<file path="src/rtl/bus_slave_select.sv">
// Address-phase front end: shifts in a serial device ID, validates the target slave,
// and drives a registered select/enable to the slave decoder until the transaction ends.
module bus_slave_select #(
  parameter int DEV_ADDR_W = 2,
  parameter int NUM_SLAVES = 3
) (
  input  logic                  clk,
  input  logic                  rstn,
  input  logic                  bus_busy,
  input  logic                  mvalid,
  input  logic                  mdata,
  input  logic [NUM_SLAVES-1:0] sready,
  input  logic                  tx_done,
  output logic [DEV_ADDR_W-1:0] sel,
  output logic                  en,
  output logic                  ack,
  output logic                  nack
);

  localparam int CNT_W = $clog2(DEV_ADDR_W + 1);

  localparam logic [1:0] IDLE    = 2'd0;
  localparam logic [1:0] ADDR    = 2'd1;
  localparam logic [1:0] CHECK   = 2'd2;
  localparam logic [1:0] CONNECT = 2'd3;

  logic [1:0]            state;
  logic [CNT_W-1:0]      cnt;
  logic [DEV_ADDR_W-1:0] id;

  logic [DEV_ADDR_W-1:0] id_shift;
  logic [CNT_W-1:0]      cnt_next;
  logic                  id_ok;
  logic                  slave_rdy;

  assign id_shift = (id << 1) | DEV_ADDR_W'(mdata);
  assign cnt_next = cnt + CNT_W'(1);
  assign id_ok    = (32'(id) < NUM_SLAVES);

  // sready is only looked at for in-range IDs, so an out-of-range ID never indexes it
  always_comb begin
    slave_rdy = 1'b0;
    for (int i = 0; i < NUM_SLAVES; i++) begin
      if (id_ok && (32'(id) == i)) slave_rdy = sready[i];
    end
  end

  always_ff @(posedge clk or negedge rstn) begin
    if (!rstn) begin
      state <= IDLE;
      cnt   <= '0;
      id    <= '0;
      sel   <= '0;
      en    <= 1'b0;
      ack   <= 1'b0;
      nack  <= 1'b0;
    end else begin
      ack  <= 1'b0;
      nack <= 1'b0;
      case (state)
        IDLE: begin
          if (bus_busy && mvalid) begin
            id    <= DEV_ADDR_W'(mdata);
            cnt   <= CNT_W'(1);
            state <= (DEV_ADDR_W == 1) ? CHECK : ADDR;
          end
        end
        ADDR: begin
          if (!bus_busy) begin
            state <= IDLE;
            cnt   <= '0;
            id    <= '0;
          end else if (mvalid) begin
            id  <= id_shift;
            cnt <= cnt_next;
            if (cnt_next == CNT_W'(DEV_ADDR_W)) state <= CHECK;
          end
        end
        CHECK: begin
          if (!bus_busy) begin
            state <= IDLE;
            cnt   <= '0;
            id    <= '0;
          end else if (slave_rdy) begin
            sel   <= id;
            en    <= 1'b1;
            ack   <= 1'b1;
            state <= CONNECT;
          end else begin
            nack  <= 1'b1;
            en    <= 1'b0;
            state <= IDLE;
            cnt   <= '0;
            id    <= '0;
          end
        end
        default: begin
          // payload bits and ready changes while connected belong to the slave
          if (tx_done || !bus_busy) begin
            en    <= 1'b0;
            state <= IDLE;
            cnt   <= '0;
            id    <= '0;
          end
        end
      endcase
    end
  end

endmodule

</file>
<file path="config.mk">
export PLATFORM = sky130hd
export DESIGN_NAME = bus_slave_select
export DESIGN_NICKNAME = d
export VERILOG_FILES = /design/src/rtl/bus_slave_select.sv
export SDC_FILE = /design/constraint.sdc
export NUM_CORES = 1
export LEC_CHECK = 0
export BUFFER_PORTS_ARGS = -buffer_cell sky130_fd_sc_hd__buf_2
export CORE_AREA = 4 4 41 43
export DETAILED_ROUTE_END_ITERATION = 6
export DIE_AREA = 0 0 45 47
export HOLD_SLACK_MARGIN = 0.12
export MAX_ROUTING_LAYER = met4
export PLACE_DENSITY_LB_ADDON = 0.25
export RECOVER_POWER = 50
export SKIP_CTS_REPAIR_TIMING = 1
export SLEW_MARGIN = 20
export SYNTH_ARGS = -nofsm -noshare
export SYNTH_HDL_FRONTEND = slang
export SYNTH_SLANG_ARGS = --single-unit
</file>
<file path="constraint.sdc">
create_clock -name clk -period 1.6 [get_ports clk]
set_input_delay 0.08 -clock clk [delete_from_list [all_inputs] [get_ports clk]]
set_output_delay 0.08 -clock clk [all_outputs]
set_load 0.02 [all_outputs]
</file>
==> impl_metrics.csv <==
group,metric,value,unit
pwr,worst_ir_drop_vdd,0.621,mV
worst_hold_path,min_from,"tx_done",
clock_network,clk_latency,0.27,ns
timing,setup_viol,0,
logic_synthesis,synth_top_cell_area_share,45.5,%
logic_synthesis,synth_cell_types,28,
global_route,grt-ovfl-total,0,
critical_path,r2r_start,"id[1]",
status,status,"finished, final reports clean",
timing,period_needed,1.31,ns
placement,post-dp-hpwl,913,µm
critical_path,cp-startpoint,"id[1]",
floorplanning,dieArea,2120,µm²
timing,tns,0,ns
timing,timing.slew.headroom,61.1,%
routing,drcViolationCount,0,
worst_hold_path,worst_hold_path_type,"input port to flop",
logic_synthesis,synthTopCellsByCount,"dfrtp_1, o21ai_0, nand2_1, nor2_1, inv_1",
routing,wirelength,1190,µm
logic_synthesis,seq_area_frac_synth,45.5,%
logic_synthesis,ys.warnings.count,0,
logic_synthesis,ys_ff_latch,11,
pwr,fin_total_pwr,0.731,mW
global_route,grt_pass1_wl,1930,µm
final_layout,synthToLayoutAreaGrowth,17.4,%
critical_path,cp.arrival,1.47,ns
clock_network,numCtsBuffers,3,
timing,setup_slack,0.288,ns
timing,timing.final.crit_share,82.0,%
timing,hold_viol_final,0,
timing,fmax,762,MHz
timing,tightest_slew,0.584,ns
global_route,grt_usage,12.9,%
clock_network,root_buffer,"clkbuf_4",
placement,portBuffers,13,
floorplanning,core_area,1300,µm²
placement,dp_slack,0.301,ns
routing,via_count,497,
floorplanning,initial_core_util,46.5,%
final_layout,drive_above_1_share,24.1,%
final_layout,diodes,0,
timing,rsz0062_at_grt,"no",
floorplanning,die_y,47,µm
critical_path,reg2reg_slack,0.29,ns
clock_network,cts.path.max_buffers,2,
timing,skew,0.000491,ns
critical_path,critPathRequiredTime,1.76,ns
critical_path,cp-endpoint,"sel[1]",
timing,finalMaxSlewViolations,0,
routing,wl_per_cell,12.6,µm
clock_network,h-tree-depth,1,
global_route,grt_antenna_before_repair,0,
logic_synthesis,syn_nets,73,
flow_run,maxCapViolations,0,
critical_path,cp_max_fo,4,
placement,dpl-instance-area,668,µm²
logic_synthesis,synth_edf_count,0,
critical_path,r2r_end,"sel[1]",
routing,viasPerCell,5.29,
floorplanning,io_pins,14,
critical_path,endpoint_kind,"flop",
floorplanning,row_count,13,
logic_synthesis,synthArstFlopShare,100,%
critical_path,worst_setup_path_start_kind,"flop",
placement,place.gp.congestion,0.807,
logic_synthesis,synth_largest_area_cell,"dfrtp_1",
final_layout,design_area,711,µm²
routing,drtAntennaViolNets,0,
pwr,p_leak,0.328,nW
logic_synthesis,syn_area,606,µm²
routing,initialDrtViolationCount,14,
logic_synthesis,avgSynthCellArea,9.61,µm²
clock_network,clk_pin_slew_worst_paths,0.07,ns
pwr,p_per_area,1030,nW/µm²
global_route,grt_pass1_vias,452,
global_route,grt_max_degree,12,
critical_path,r2r_cells,4,
routing,drtPass1Iterations,4,
final_layout,fin_util,54.6,%
clock_network,cts_sinks,11,
logic_synthesis,syn_inst,63,
floorplanning,fp.dieW,45,µm
final_layout,nets,90,
logic_synthesis,ys_dominant_reg_cell,"dfrtp_1",
logic_synthesis,yosysMostFrequentCell,"dfrtp_1",
critical_path,crit_type,"flop to flop",
logic_synthesis,synth_area_leaders,"dfrtp_1, o21ai_0, mux2i_4",
clock_network,cts_tree,"built",
## placed cells by master (no fill, tap or decap), types with 2 or more instances in the layout
master / count
a21oi_1: 2
clkbuf_4: 3
dlygate4sd3_1: 2
inv_1: 3
dfrtp_1: 11
clkbuf_1: 4
o21ai_0: 9
nand2b_1: 2
nand2_1: 6
nand3_1: 2
nor2_1: 6
buf_2: 10
a22o_1: 2
## report_power, final
part,internal [mW],switching (mW),total [mW],leakage (nW)
sequential,0.317,0.0410,0.358,0.143
clock,0.0965,0.0930,0.190,0.0150
combinational,0.0840,0.0999,0.184,0.170
## cells by family after synthesis
logic type	Yosys count	synth area share [%]
simple gates	22	18.0
compound gates	19	21.3
flops	11	45.5
buf+inv	7	5.99
mux	3	7.23
fa+ha+maj	1	2.07
## how the worst min path moves through the flow
stage | slack (ns) | depth (start not counted) | to
global placement | -0.04 | 1 | en
global route | 0.18 | 3 | cnt[1]
CTS | -0.33 | 1 | cnt[1]
floorplan | -0.22 | 0 | ack
detailed placement | -0.04 | 1 | en
finish | 0.17 | 3 | state[1]
## through the flow
step | hold WS, ns | std cells
3_5_place_dp | -0.0385 | 88
2_1_floorplan | -0.216 | 63
5_1_grt | 0.175 | 94
3_3_place_gp | -0.0395 | 88
4_1_cts | -0.327 | 92
6_report | 0.173 | 94
## sequential cells by signal (all words and copies together) (netlist names)
signal  flops
en          1
cnt         2
sel         2
nack        1
ack         1
state       2
id          2
## worst max-delay path, stage by stage (launching register included)
cell,delay (ns)
dfrtp_1,0.41
nand2b_1,0.24
mux2i_4,0.21
nand2_2,0.11
a22o_1,0.24
## cell type report
| type | instances | area [µm²] |
|---|---|---|
| multi-input cells | 45 | 294 |
| fillers | 122 | 591 |
| repair buffers | 15 | 81.3 |
| flip-flops and latches | 11 | 275 |
| inverters | 4 | 15.0 |
| well taps | 15 | 18.8 |
| clock buffers | 4 | 26.3 |
## layer usage
metal / routed length (µm) / track usage (%)
met1: 538 / 15.6
met2: 562 / 20.1
met3: 77 / 6.13
met4: 8 / 1.75
met5: 0 / -
(Power assumes the default switching activity.)
